`src/rtl/cpu_controller_fsm.sv`:
```
// ----------------------------------------------------------------------------
// cpu_controller_fsm : Moore control sequencer for the simple RISC CPU
// Rev 1.0 - initial release
// ----------------------------------------------------------------------------
`default_nettype none

module cpu_controller_fsm (
  input  logic       clk,
  input  logic       reset_n,
  input  logic [2:0] opcode,
  input  logic [1:0] op,
  output logic [2:0] nsel,
  output logic [1:0] vsel,
  output logic       loada,
  output logic       loadb,
  output logic       loadc,
  output logic       loads,
  output logic       asel,
  output logic       bsel,
  output logic       shift_zero,
  output logic       write,
  output logic       load_ir,
  output logic       load_pc,
  output logic       reset_pc,
  output logic       addr_sel,
  output logic       load_addr,
  output logic [1:0] mem_cmd,
  output logic       halted
);

  localparam logic [1:0] MEM_NONE  = 2'b00;
  localparam logic [1:0] MEM_READ  = 2'b01;
  localparam logic [1:0] MEM_WRITE = 2'b10;

  // Operand/compute/address states are split per instruction class so that the
  // class decided in DEC is carried in the state itself, not in extra flops.
  typedef enum logic [4:0] {
    S_RST, S_IF1, S_IF2, S_UPC, S_DEC, S_WIMM,
    S_GETA_ALU, S_GETA_CMP, S_GETA_LDR, S_GETA_STR,
    S_GETB_MOV, S_GETB_ALU, S_GETB_CMP,
    S_COMP_MOV, S_COMP_ALU, S_COMP_CMP, S_WREG,
    S_ADDR_LDR, S_ADDR_STR, S_LADDR_LDR, S_LADDR_STR,
    S_MRD1, S_MRD2, S_SGETD, S_SPASS, S_SWR, S_HALT
  } state_t;

  typedef struct packed {
    logic [2:0] nsel;
    logic [1:0] vsel;
    logic       loada;
    logic       loadb;
    logic       loadc;
    logic       loads;
    logic       asel;
    logic       bsel;
    logic       shift_zero;
    logic       write;
    logic       load_ir;
    logic       load_pc;
    logic       reset_pc;
    logic       addr_sel;
    logic       load_addr;
    logic [1:0] mem_cmd;
    logic       halted;
  } ctrl_t;

  state_t state;
  state_t state_nxt;
  ctrl_t  ctrl;

  function automatic ctrl_t decode(input state_t s);
    ctrl_t c;
    c = '0;
    case (s)
      S_RST:       begin c.reset_pc = 1'b1; c.load_pc = 1'b1; end
      S_IF1:       begin c.addr_sel = 1'b1; c.mem_cmd = MEM_READ; end
      S_IF2:       begin c.addr_sel = 1'b1; c.mem_cmd = MEM_READ; c.load_ir = 1'b1; end
      S_UPC:       c.load_pc = 1'b1;
      S_WIMM:      begin c.nsel = 3'b001; c.vsel = 2'b10; c.write = 1'b1; end
      S_GETA_ALU, S_GETA_CMP, S_GETA_LDR, S_GETA_STR:
                   begin c.nsel = 3'b001; c.loada = 1'b1; end
      S_GETB_MOV, S_GETB_ALU, S_GETB_CMP:
                   begin c.nsel = 3'b100; c.loadb = 1'b1; end
      S_COMP_MOV:  begin c.asel = 1'b1; c.loadc = 1'b1; end
      S_COMP_ALU:  c.loadc = 1'b1;
      S_COMP_CMP:  c.loads = 1'b1;
      S_WREG:      begin c.nsel = 3'b010; c.vsel = 2'b00; c.write = 1'b1; end
      S_ADDR_LDR, S_ADDR_STR:
                   begin c.bsel = 1'b1; c.loadc = 1'b1; end
      S_LADDR_LDR, S_LADDR_STR:
                   c.load_addr = 1'b1;
      S_MRD1:      begin c.addr_sel = 1'b0; c.mem_cmd = MEM_READ; end
      S_MRD2:      begin
                     c.addr_sel = 1'b0; c.mem_cmd = MEM_READ;
                     c.nsel = 3'b010; c.vsel = 2'b11; c.write = 1'b1;
                   end
      S_SGETD:     begin c.nsel = 3'b010; c.loadb = 1'b1; end
      S_SPASS:     begin c.asel = 1'b1; c.shift_zero = 1'b1; c.loadc = 1'b1; end
      S_SWR:       begin c.addr_sel = 1'b0; c.mem_cmd = MEM_WRITE; end
      S_HALT:      c.halted = 1'b1;
      default:     c = '0;
    endcase
    return c;
  endfunction

  always_comb begin
    state_nxt = S_RST;
    case (state)
      S_RST:       state_nxt = S_IF1;
      S_IF1:       state_nxt = S_IF2;
      S_IF2:       state_nxt = S_UPC;
      S_UPC:       state_nxt = S_DEC;
      S_DEC: begin
        case (opcode)
          3'b110: begin
            if (op == 2'b10)      state_nxt = S_WIMM;
            else if (op == 2'b00) state_nxt = S_GETB_MOV;
            else                  state_nxt = S_IF1;
          end
          3'b101: begin
            case (op)
              2'b01:   state_nxt = S_GETA_CMP;
              2'b11:   state_nxt = S_GETB_ALU;
              default: state_nxt = S_GETA_ALU;
            endcase
          end
          3'b011:  state_nxt = S_GETA_LDR;
          3'b100:  state_nxt = S_GETA_STR;
          3'b111:  state_nxt = S_HALT;
          default: state_nxt = S_IF1;
        endcase
      end
      S_WIMM:      state_nxt = S_IF1;
      S_GETA_ALU:  state_nxt = S_GETB_ALU;
      S_GETA_CMP:  state_nxt = S_GETB_CMP;
      S_GETA_LDR:  state_nxt = S_ADDR_LDR;
      S_GETA_STR:  state_nxt = S_ADDR_STR;
      S_GETB_MOV:  state_nxt = S_COMP_MOV;
      S_GETB_ALU:  state_nxt = S_COMP_ALU;
      S_GETB_CMP:  state_nxt = S_COMP_CMP;
      S_COMP_MOV:  state_nxt = S_WREG;
      S_COMP_ALU:  state_nxt = S_WREG;
      S_COMP_CMP:  state_nxt = S_IF1;
      S_WREG:      state_nxt = S_IF1;
      S_ADDR_LDR:  state_nxt = S_LADDR_LDR;
      S_ADDR_STR:  state_nxt = S_LADDR_STR;
      S_LADDR_LDR: state_nxt = S_MRD1;
      S_LADDR_STR: state_nxt = S_SGETD;
      S_MRD1:      state_nxt = S_MRD2;
      S_MRD2:      state_nxt = S_IF1;
      S_SGETD:     state_nxt = S_SPASS;
      S_SPASS:     state_nxt = S_SWR;
      S_SWR:       state_nxt = S_IF1;
      S_HALT:      state_nxt = S_HALT;
      default:     state_nxt = S_RST;
    endcase
  end

  // Outputs are registered from the next state, so they always equal decode(state).
  always_ff @(posedge clk or negedge reset_n) begin
    if (!reset_n) begin
      state <= S_RST;
      ctrl  <= decode(S_RST);
    end else begin
      state <= state_nxt;
      ctrl  <= decode(state_nxt);
    end
  end

  assign nsel       = ctrl.nsel;
  assign vsel       = ctrl.vsel;
  assign loada      = ctrl.loada;
  assign loadb      = ctrl.loadb;
  assign loadc      = ctrl.loadc;
  assign loads      = ctrl.loads;
  assign asel       = ctrl.asel;
  assign bsel       = ctrl.bsel;
  assign shift_zero = ctrl.shift_zero;
  assign write      = ctrl.write;
  assign load_ir    = ctrl.load_ir;
  assign load_pc    = ctrl.load_pc;
  assign reset_pc   = ctrl.reset_pc;
  assign addr_sel   = ctrl.addr_sel;
  assign load_addr  = ctrl.load_addr;
  assign mem_cmd    = ctrl.mem_cmd;
  assign halted     = ctrl.halted;

endmodule

`default_nettype wire

```
`config.mk`:
```
export PLATFORM = sky130hd
export DESIGN_NAME = cpu_controller_fsm
export DESIGN_NICKNAME = d
export VERILOG_FILES = /design/src/rtl/cpu_controller_fsm.sv
export SDC_FILE = /design/constraint.sdc
export NUM_CORES = 1
export LEC_CHECK = 0
export BUFFER_PORTS_ARGS = -buffer_cell sky130_fd_sc_hd__buf_4
export CAP_MARGIN = 0
export CORE_ASPECT_RATIO = 1.1
export CORE_UTILIZATION = 30
export CTS_CLUSTER_SIZE = 20
export DETAILED_ROUTE_END_ITERATION = 6
export PLACE_DENSITY = 0.45
export SLEW_MARGIN = 20
export SYNTH_ARGS = -nofsm -noshare
export SYNTH_HDL_FRONTEND = slang
export SYNTH_SLANG_ARGS = --single-unit
```
`constraint.sdc`:
```
create_clock -name clk -period 1.94 [get_ports clk]
set_input_delay 0.388 -clock clk [delete_from_list [all_inputs] [get_ports clk]]
set_output_delay 0.388 -clock clk [all_outputs]
set_load 0.01 [all_outputs]
```
==> run_results.csv <==
group,metric,value,unit
status,status,"complete, no violations",
yosys,ys_warn_count,0,
yosys,syn-mean-instance-area,9.91,sq um
timing,period_minus_slack,1830,ps
yosys,ys_types,43,
clock_tree,postCtsSetupRepairBufs,0,
timing,hold_viol_final,0,
clock_tree,clk_pin_slew,90,ps
pwr,power.internal,1.72,mW
floorplanning,fp.dieW,68.2,um
grt,overflow,0,
clock_tree,root_buffer,"clkbuf_8",
pwr,ir_worst_vdd,0.576,mV
yosys,synth_edf_count,0,
yosys,yosys-top-cells-count,"24 x dfrtp_1, 12 x nand2_1, 11 x nor2_1, 9 x a21oi_1, 8 x nand2b_1",
worst_hold_path,min-delay-path-class,"in -> async",
critical_path,cp_max_fo,9,
detailed_routing,wirelength,3620,um
yosys,synth_fp_nets,153,
grt,antenna_found_initial,0,
pwr,p_per_area,1640,nW/um^2
yosys,synthFlopType,"dfrtp_1",
floorplanning,start_util,0.311,
clock_tree,cts_tree,"done",
timing,clock_skew,3.00,ps
place,gp_congestion,0.857,
timing,worst_slew_pin_slew,339,ps
yosys,async_reset_ff_frac,1.00,
clock_tree,cts_buffer_depth,2,
final_layout,area_delta_synth_final,29.6,%
timing,setup_tns,0,ps
yosys,synthCells,146,
yosys,synth_most_common_cell,"dfrtp_1",
critical_path,required,2100,ps
clock_tree,cts_max_level,1,
floorplanning,die_h,74.8,um
pwr,switching_share,0.439,
pwr,finalPower,3.07,mW
detailed_routing,drt_iter0_markers,42,
grt,grt_usage,0.163,
timing,fmax,548,MHz
clock_tree,cts_sinks,26,
yosys,ys_ff_latch,26,
yosys,yosysTopAreaCell,"dfrtp_1",
timing,slew_headroom,0.774,
place,port_buffers,27,
timing,slew_violations,0,
floorplanning,rows,26,
critical_path,critPathKind,"reg -> reg",
detailed_routing,dr.pass1.iters,4,
pwr,power.switching,1.35,mW
floorplanning,coreArea,4650,sq um
clock_tree,numCtsBuffers,3,
pwr,p_leak,0.866,nW
timing,finalCritPeriodShare,0.941,
pwr,pwr-share-comb,0.609,
timing,setup_slack,114,ps
floorplanning,dieArea,5100,sq um
place,placed_area,1830,sq um
detailed_routing,drc,0,
final_layout,layout.nets,197,
pwr,pwr-share-clk,0.106,
clock_tree,hold_buffers,0,
yosys,yosys.area.top_type_share,0.415,
detailed_routing,vias_per_cell,5.06,
grt,grt_max_degree,27,
critical_path,cp-end-kind,"flip-flop",
grt,grt_pass1_wl,6040,um
clock_tree,insertion_delay,280,ps
place,place_ws,79.0,ps
yosys,seq_area_frac_synth,0.452,
critical_path,worstPathArrival,1980,ps
grt,grt_pass1_vias,1222,
detailed_routing,wl_per_cell,14.8,um
critical_path,worstSetupStartpointType,"flip-flop",
yosys,synth_area,1450,sq um
flow_run,drv_cap,0,
final_layout,finalCoreUtilization,0.403,
floorplanning,pin_count,28,
final_layout,diodes,0,
yosys,synth_area_leaders,"dfrtp_1 42%, dfstp_2 3.6%, nand2b_1 3.5%",
place,place_hpwl,2630,um
final_layout,layout-drive-gt1-share,0.376,
detailed_routing,antenna_left,0,
timing,setup_viol,0,
pwr,seqPwrFrac,0.286,
final_layout,final_area,1870,sq um
detailed_routing,routed-via-count,1240,
[worst max-delay path, stage by stage (launching register included)]
cell and delay [ps]:
dfrtp_2 480, buf_12 160, nor4b_4 250, nand3_2 110
a211o_1 330, o2111a_4 200, o2111ai_2 70, o21ai_1 100
[final timing paths]
check	start	to	slack (ps)	cells past startpoint
min in group clk	state[4]	bsel	590	1
max in group asynchronous	reset_n	load_pc	1640	1
worst min-delay path	reset_n	load_addr	6	1
worst max-delay path	state[4]	loadb	110	7
worst min register to register	state[4]	bsel	590	1
worst max register to register	state[4]	loadb	110	7
[layer usage]
layer | routed length (um) | share of wire | global-route usage | vias up
met1 | 1650 | 0.45 | 0.218 | 589
met3 | 108 | 0.030 | 0.0136 | 5
met5 | 0 | 0 | 0 | -
li1 | - | - | - | 613
met2 | 1800 | 0.50 | 0.266 | 33
met4 | 61 | 0.017 | 0.0694 | 0
[final cells by class]
type | instances | area, sq um
Fill cell | 469 | 2780
Multi-Input combinational cell | 104 | 699
Sequential cell | 26 | 657
Timing Repair Buffer | 49 | 380
Tap cell | 56 | 70.1
Clock buffer | 4 | 45.0
Inverter | 6 | 22.5
[flip-flops by register name, summed over array words and instances, names as in the netlist, 2 cells and up]
signal and count:
vsel 2, state 5, nsel 3, mem_cmd 2
[cells by family (layout without fill, tap and decap cells)]
group                  Yosys count  in the layout  synth area share
AND/OR/NAND/NOR                 60             60             0.236
AO/OA/AOI/OAI                   41             41             0.229
flip-flops                      26             26             0.452
buffers and inverters           16             59            0.0649
XOR/XNOR                         3              3            0.0182
[power by group through the flow]
stage / clock, mW / sequential, mW / combinational, mW
after floorplan: 0 / 0.865 / 1.23
after global placement: 0 / 0.881 / 1.89
after detailed placement: 0 / 0.884 / 1.87
after CTS: 0.336 / 0.873 / 1.88
after global routing: 0.352 / 0.905 / 2.08
final: 0.324 / 0.878 / 1.87
[metrics by stage]
step / cells / hold slack, ps
floorplan: 146 / 92.4
global placement: 241 / 311
detailed placement: 241 / 320
CTS: 245 / 16.7
global route: 245 / 24.2
finish: 245 / 6.02
[placed cells by master, fill, tap and decap left out, types with 2 or more instances in the layout]
cell       instances
a211oi_2           2
a21oi_1            9
a32oi_1            2
buf_4             48
clkbuf_8           3
dfrtp_1           21
dfrtp_2            3
dfstp_2            2
inv_1              3
inv_2              3
nand2_1           12
nand2b_1           8
nand3_1            4
nand3_2            2
nand4_1            2
nor2_1            11
nor2b_1            6
nor3_1             7
o2111ai_1          2
o21a_1             2
o21ai_0            5
o21ai_1            7
o22ai_1            2
xnor2_1            2
[what timing repair did]
action                                  in CTS  in global routing
resized for setup                            0                  3
endpoints found under the hold margin        0                  0
endpoints found under the setup margin       0                  8
(Power assumes the default switching activity.)
